### src/rtl/hdmi_pixel_feeder.sv
// hdmi_pixel_feeder
// Buffers an incoming pixel stream in a small FIFO, generates the video
// timing for the HDMI path and releases pixels in lockstep with the active
// area. Frame alignment is recovered from the start-of-frame marker carried
// with the first pixel of every frame. All outputs towards the TMDS encoders
// are registered, one cycle behind the timing counters.
//
// Handshake: a pixel is transferred on every rising clk edge where
// s_valid && s_ready are both high. s_ready depends only on registered FIFO
// occupancy, never on s_valid. The source must hold s_data/s_sof stable
// while s_valid is high and s_ready is low. s_ready is low during reset and
// rises on the first clock edge after reset is released.

module hdmi_pixel_feeder #(
   parameter int          H_ACTIVE     = 1280,
   parameter int          H_TOTAL      = 1650,
   parameter int          H_SYNC_START = 1390,
   parameter int          H_SYNC_END   = 1430,
   parameter int          V_ACTIVE     = 720,
   parameter int          V_TOTAL      = 750,
   parameter int          V_SYNC_START = 725,
   parameter int          V_SYNC_END   = 730,
   parameter int          FIFO_AW      = 4,
   parameter logic [23:0] BLANK_RGB    = 24'h000000
) (
   input  logic        clk,
   input  logic        rst,
   input  logic [23:0] s_data,
   input  logic        s_sof,
   input  logic        s_valid,
   output logic        s_ready,
   output logic [7:0]  red,
   output logic [7:0]  green,
   output logic [7:0]  blue,
   output logic        draw_area,
   output logic        hsync,
   output logic        vsync,
   output logic        underflow,
   output logic        frame_start,
   output logic [1:0]  dbg_state
);

   localparam int HW    = (H_TOTAL > 1) ? $clog2(H_TOTAL) : 1;
   localparam int VW    = (V_TOTAL > 1) ? $clog2(V_TOTAL) : 1;
   localparam int DEPTH = 1 << FIFO_AW;
   localparam int CW    = FIFO_AW + 1;

   // SEEK: discard until a sof pixel heads the FIFO.
   // WAIT: hold the sof pixel until the frame wraps to (0,0).
   // RUN : release one pixel per active position.
   typedef enum logic [1:0] {
      ST_SEEK = 2'd0,
      ST_WAIT = 2'd1,
      ST_RUN  = 2'd2
   } state_t;

   // ------------------------------------------------------------------
   // Timing counters
   // ------------------------------------------------------------------
   logic [HW-1:0] h_cnt_q, h_cnt_d;
   logic [VW-1:0] v_cnt_q, v_cnt_d;
   logic          h_last;
   logic          v_last;
   logic          frame_last;
   logic          at_origin;
   logic          act;
   logic          hsync_d;
   logic          vsync_d;

   assign h_last     = (h_cnt_q == HW'(H_TOTAL - 1));
   assign v_last     = (v_cnt_q == VW'(V_TOTAL - 1));
   assign frame_last = h_last && v_last;
   assign at_origin  = (h_cnt_q == '0) && (v_cnt_q == '0);
   assign act        = (h_cnt_q < HW'(H_ACTIVE)) && (v_cnt_q < VW'(V_ACTIVE));
   assign hsync_d    = (h_cnt_q >= HW'(H_SYNC_START)) && (h_cnt_q < HW'(H_SYNC_END));
   assign vsync_d    = (v_cnt_q >= VW'(V_SYNC_START)) && (v_cnt_q < VW'(V_SYNC_END));

   // Next counter position: h wraps every line, v advances on each h wrap.
   always_comb begin
      h_cnt_d = h_last ? '0 : h_cnt_q + HW'(1);
      v_cnt_d = v_cnt_q;
      if (h_last) begin
         v_cnt_d = v_last ? '0 : v_cnt_q + VW'(1);
      end
   end

   // Counter registers; timing free-runs in every FSM state.
   always_ff @(posedge clk or posedge rst) begin
      if (rst) begin
         h_cnt_q <= '0;
         v_cnt_q <= '0;
      end else begin
         h_cnt_q <= h_cnt_d;
         v_cnt_q <= v_cnt_d;
      end
   end

   // ------------------------------------------------------------------
   // Pixel FIFO, entries are {sof, r, g, b}
   // ------------------------------------------------------------------
   logic [24:0]        mem_q [DEPTH];
   logic [FIFO_AW-1:0] wr_ptr_q;
   logic [FIFO_AW-1:0] rd_ptr_q;
   logic [CW-1:0]      count_q, count_d;
   logic               s_ready_q;
   logic               push;
   logic               pop;
   logic               empty;
   logic [24:0]        head;
   logic               head_sof;
   logic [23:0]        head_rgb;

   // Acceptance is gated by the registered ready only, so a pop in the same
   // cycle never lets a push into a full FIFO.
   assign push     = s_valid && s_ready_q;
   assign empty    = (count_q == '0);
   assign head     = mem_q[rd_ptr_q];
   assign head_sof = head[24];
   assign head_rgb = head[23:0];
   assign s_ready  = s_ready_q;

   // Occupancy update; simultaneous push and pop cancel out.
   always_comb begin
      count_d = count_q;
      case ({push, pop})
         2'b10:   count_d = count_q + CW'(1);
         2'b01:   count_d = count_q - CW'(1);
         default: count_d = count_q;
      endcase
   end

   // Storage array; contents are qualified by the pointers, so no reset.
   always_ff @(posedge clk) begin
      if (push) begin
         mem_q[wr_ptr_q] <= {s_sof, s_data};
      end
   end

   // Pointers, occupancy and the registered ready flag.
   always_ff @(posedge clk or posedge rst) begin
      if (rst) begin
         wr_ptr_q  <= '0;
         rd_ptr_q  <= '0;
         count_q   <= '0;
         s_ready_q <= 1'b0;
      end else begin
         if (push) begin
            wr_ptr_q <= wr_ptr_q + FIFO_AW'(1);
         end
         if (pop) begin
            rd_ptr_q <= rd_ptr_q + FIFO_AW'(1);
         end
         count_q   <= count_d;
         s_ready_q <= (count_d != CW'(DEPTH));
      end
   end

   // ------------------------------------------------------------------
   // Alignment state machine
   // ------------------------------------------------------------------
   state_t      state_q, state_d;
   logic [23:0] rgb_d;
   logic        underflow_d;
   logic        frame_start_d;

   assign dbg_state = state_q;

   // State register.
   always_ff @(posedge clk or posedge rst) begin
      if (rst) begin
         state_q <= ST_SEEK;
      end else begin
         state_q <= state_d;
      end
   end

   // Next-state decision from FIFO head and counter position.
   always_comb begin
      state_d = state_q;
      case (state_q)
         ST_SEEK: begin
            if (!empty && head_sof) begin
               state_d = ST_WAIT;
            end
         end
         ST_WAIT: begin
            // Leave on the last position so RUN starts exactly at (0,0).
            if (frame_last) begin
               state_d = ST_RUN;
            end
         end
         ST_RUN: begin
            if (act) begin
               if (empty) begin
                  state_d = ST_SEEK;
               end else if (!head_sof && at_origin) begin
                  // Previous frame was longer than the active area.
                  state_d = ST_SEEK;
               end else if (head_sof && !at_origin) begin
                  // Next frame arrived early; keep its sof pixel for later.
                  state_d = ST_WAIT;
               end
            end
         end
         default: state_d = ST_SEEK;
      endcase
   end

   // Pop control and pixel selection for the coming output cycle.
   always_comb begin
      pop           = 1'b0;
      rgb_d         = BLANK_RGB;
      underflow_d   = 1'b0;
      frame_start_d = 1'b0;
      case (state_q)
         ST_SEEK: begin
            if (!empty && !head_sof) begin
               pop = 1'b1;
            end
         end
         ST_RUN: begin
            if (act) begin
               if (empty) begin
                  underflow_d = 1'b1;
               end else if (head_sof == at_origin) begin
                  pop           = 1'b1;
                  rgb_d         = head_rgb;
                  frame_start_d = at_origin;
               end
            end
         end
         default: ;
      endcase
   end

   // ------------------------------------------------------------------
   // Registered outputs towards the encoders
   // ------------------------------------------------------------------

   // Timing outputs: one cycle behind the counter position.
   always_ff @(posedge clk or posedge rst) begin
      if (rst) begin
         draw_area <= 1'b0;
         hsync     <= 1'b0;
         vsync     <= 1'b0;
      end else begin
         draw_area <= act;
         hsync     <= hsync_d;
         vsync     <= vsync_d;
      end
   end

   // Pixel data and status pulses; blank unless a pixel is released.
   always_ff @(posedge clk or posedge rst) begin
      if (rst) begin
         red         <= 8'h00;
         green       <= 8'h00;
         blue        <= 8'h00;
         underflow   <= 1'b0;
         frame_start <= 1'b0;
      end else begin
         red         <= rgb_d[23:16];
         green       <= rgb_d[15:8];
         blue        <= rgb_d[7:0];
         underflow   <= underflow_d;
         frame_start <= frame_start_d;
      end
   end

endmodule

### config.mk
export PLATFORM = sky130hd
export DESIGN_NAME = hdmi_pixel_feeder
export DESIGN_NICKNAME = d
export VERILOG_FILES = /design/src/rtl/hdmi_pixel_feeder.sv
export SDC_FILE = /design/constraint.sdc
export NUM_CORES = 1
export LEC_CHECK = 0
export ABC_AREA = 1
export CAP_MARGIN = 10
export CORE_ASPECT_RATIO = 0.8
export CORE_MARGIN = 3
export CORE_UTILIZATION = 58
export CTS_CLUSTER_SIZE = 28
export DETAILED_ROUTE_END_ITERATION = 8
export GPL_TIMING_DRIVEN = 0
export PLACE_DENSITY = 0.76
export RECOVER_POWER = 100
export SETUP_SLACK_MARGIN = 0.5
export SYNTH_ARGS = -nofsm -noshare
export SYNTH_HDL_FRONTEND = slang
export SYNTH_SLANG_ARGS = --single-unit
### constraint.sdc
create_clock -name clk -period 3.5 [get_ports clk]
set_clock_uncertainty 0.05 [all_clocks]
set_input_delay 0.7 -clock clk [delete_from_list [all_inputs] [get_ports clk]]
set_output_delay 0.7 -clock clk [all_outputs]
set_load 0.05 [all_outputs]
==> impl_metrics.csv <==
group,metric,value,unit
outcome,status,"complete, but fails checks",
outcome,violations,"capacitance limit, slew limit",
synth,synth_area_leaders,"edfxtp_1, nand2_1, dfrtp_1",
sta,tightest_slew,1780,ps
clock_tree,cts_buffer_depth,3,
worst_hold_path,hold_class,"reg2reg",
sta,slew_viol_final,139,
floorplan,start_util,0.601,
synth,synth_xor_xnor_area_share,0.00775,
grt,grt_usage,0.300,
sta,setup_viol,0,
synth,synth_nets,1697,
sta,rsz0062_at_grt,"true",
route,viasPerCell,6.07,
worst_setup_path,path_class,"in2reg",
floorplan,io_pins,60,
clock_tree,cts_root_buffer,"clkbuf_16",
route,wl_per_cell,23.6,um
worst_hold_path,hold_start,"h_cnt_q[0]$_DFF_PP0_",
floorplan,die_y,169,um
synth,synth_top_family_by_area,"simple AND/OR/NAND/NOR gates",
synth,async_flop_share,0.142,
floorplan,dieWidth,210,um
layout,syn2layout_area_growth,16.6,%
sta,period_share,0.938,
placed_design,portBuffers,59,
synth,synth_top_area_cell,"edfxtp_1",
grt,grt_antenna_before_repair,0,
sta,tns,0,ps
power_and_ir_drop,switchingPower,6.09,mW
worst_setup_path,cp-start-kind,"primary input",
route,ant_nets,0,
synth,ys_ff_latch,466,
flow_run,drv_cap,7,
synth,yosysSeqAreaShare,0.711,
route,num_vias,13635,
layout,layout.nets,1838,
route,drcViolationCount,0,
synth,synth_edf_count,400,
floorplan,num_rows,58,
power_and_ir_drop,internal-power,11.4,mW
grt,grt_pass1_wl,79200,um
sta,timing.final.crit_period,3280,ps
worst_setup_path,crit_arrival,3490,ps
clock_tree,numClockSinks,466,
worst_setup_path,regToRegStartpoint,"rd_ptr_q[2]$_DFFE_PP0P_",
worst_setup_path,cp_max_fo,15,
placed_design,dp_hpwl,33600,um
clock_tree,tritoncts,"built",
sta,fin_ws,216,ps
synth,muxShareOfSynthArea,0.00104,
synth,synth-compound-area-share,0.0307,
synth,synth-main-ff-cell,"edfxtp_1",
power_and_ir_drop,combPwrFrac,0.308,
route,drtIter0Drc,1895,
route,routed_wl,53100,um
sta,max_freq,305,MHz
sta,slew_headroom,-0.188,
placed_design,routabilityCongestion,0.890,
synth,yosys_warnings,0,
floorplan,die-area,35400,sq um
synth,synth_area,19200,sq um
power_and_ir_drop,ir_worst_vdd,543,uV
placed_design,pre_cts_ws,-278,ps
grt,grt_max_degree,49,
grt,grt_overflow,0,
synth,syn_avg_cell_area,11.7,sq um
grt,first_global_vias,13098,
power_and_ir_drop,p_total,17.5,mW
worst_setup_path,cp.required,3700,ps
power_and_ir_drop,leakage,8.66,nW
clock_tree,clk_latency,560,ps
synth,synth_fa_ha_area_frac,0.0134,
power_and_ir_drop,p_clk_frac,0.303,
synth,yosysTopAreaCellShare,0.625,
power_and_ir_drop,seqPwrFrac,0.389,
clock_tree,cts_inserted_buffers,44,
clock_tree,cts_max_level,2,
clock_tree,postCtsHoldBufs,0,
synth,netlist_instances,1649,
worst_setup_path,crit_start,"s_valid",
worst_setup_path,worstSetupEndpointType,"flop",
layout,layout-drive-gt1-share,0.123,
layout,antenna_cells,0,
floorplan,core_region_area,32000,sq um
power_and_ir_drop,p_sw_frac,0.349,
clock_tree,clk_pin_slew,60,ps
synth,yosysMostFrequentCell,"nand2_1",
synth,post_synth_num_cell_types,45,
synth,synth_commonest_cells,"nand2_1, edfxtp_1, nand3_1",
synth,yosys.area_share.simple,0.198,
route,dr.pass1.iters,5,
sta,finalHoldViolations,0,
power_and_ir_drop,p_per_area,779,nW/um^2
-- final cells by class --
| class | count | area, sq um |
|---|---|---|
| Clock buffer | 54 | 1160 |
| Timing Repair Buffer | 95 | 917 |
| Inverter | 59 | 238 |
| Multi-Input combinational cell | 1039 | 4950 |
| Buffer | 85 | 519 |
| Sequential cell | 466 | 13700 |
| Clock inverter | 28 | 425 |
| Fill cell | 2169 | 9600 |
| Tap cell | 420 | 526 |
-- routing by layer --
layer,GRT usage,share of wire
met1,0.434,0.38
met2,0.453,0.45
met3,0.0547,0.12
met4,0.130,0.045
met5,0,0
-- worst max-delay path, cell delays in order --
cell and delay, ps:
dlygate4sd3_1 520, nand2_1 160, inv_1 230, nand2_1 240
nor2_1 1350, buf_16 250
-- logic make-up after synthesis --
kind of cell | Yosys count
adders and majority gates | 20
DFF | 466
and+or+nand+nor | 894
xor gates and xnor gates | 17
muxes | 2
AOI/OAI and AO/OA | 106
buffers and inverters | 144
-- flip-flops by register name (all words and copies together) (netlist names) --
register / count
count_q: 5
s_ready: 1
underflow: 1
red: 8
draw_area: 1
vsync: 1
frame_start: 1
hsync: 1
blue: 8
wr_ptr_q: 4
dbg_state: 2
rd_ptr_q: 4
v_cnt_q: 10
mem_q: 400
h_cnt_q: 11
green: 8
-- path summary, 6_finish.rpt --
| check | endpoint | slack, ps | cells past startpoint |
|---|---|---|---|
| min | h_cnt_q[0]$_DFF_PP0_ | 450 | 1 |
| min reg2reg | h_cnt_q[0]$_DFF_PP0_ | 450 | 1 |
| max in group asynchronous | rd_ptr_q[1]$_DFFE_PP0P_ | 830 | 3 |
| max | mem_q[5][2]$_DFFE_PP_ | 220 | 6 |
| min in group asynchronous | wr_ptr_q[3]$_DFFE_PP0P_ | 750 | 2 |
| max reg2reg | s_ready$_DFF_PP0_ | 230 | 21 |
-- layout by cell type, fill, tap and decap left out, types with 45 or more instances in the layout --
master / instances
a21oi_1: 60
nor2_1: 88
dfrtp_1: 65
buf_2: 45
nand3_1: 265
nand2_1: 490
dlygate4sd3_1: 59
clkbuf_16: 45
inv_1: 50
edfxtp_1: 400
-- what timing repair did --
action	in CTS	in global routing
setup endpoints to repair	5	4
resized for setup	19	18
hold endpoints to repair	0	0
cloned	0	0
buffers inserted	17	6
pin swaps	12	14
-- power groups by stage --
stage	sequential, mW	combinational (mW)	clock [mW]
6_report	6.79	5.37	5.29
5_1_grt	6.83	5.79	5.51
4_1_cts	6.77	5.32	5.30
3_5_place_dp	6.88	5.10	0
3_3_place_gp	6.90	4.76	0
2_1_floorplan	6.85	3.17	0
-- metrics by stage --
| step | std cells | util | hold WS [ps] | area [sq um] |
|---|---|---|---|---|
| floorplan | 1649 | - | 410 | 19300 |
| global placement | 2128 | 0.636 | 428 | 20400 |
| detailed placement | 2141 | 0.651 | 450 | 20800 |
| CTS | 2240 | 0.706 | 420 | 22600 |
| global route | 2246 | 0.700 | 488 | 22400 |
| finish | 2246 | 0.700 | 452 | 22400 |
No activity file was read; power rests on OpenSTA's default activity.
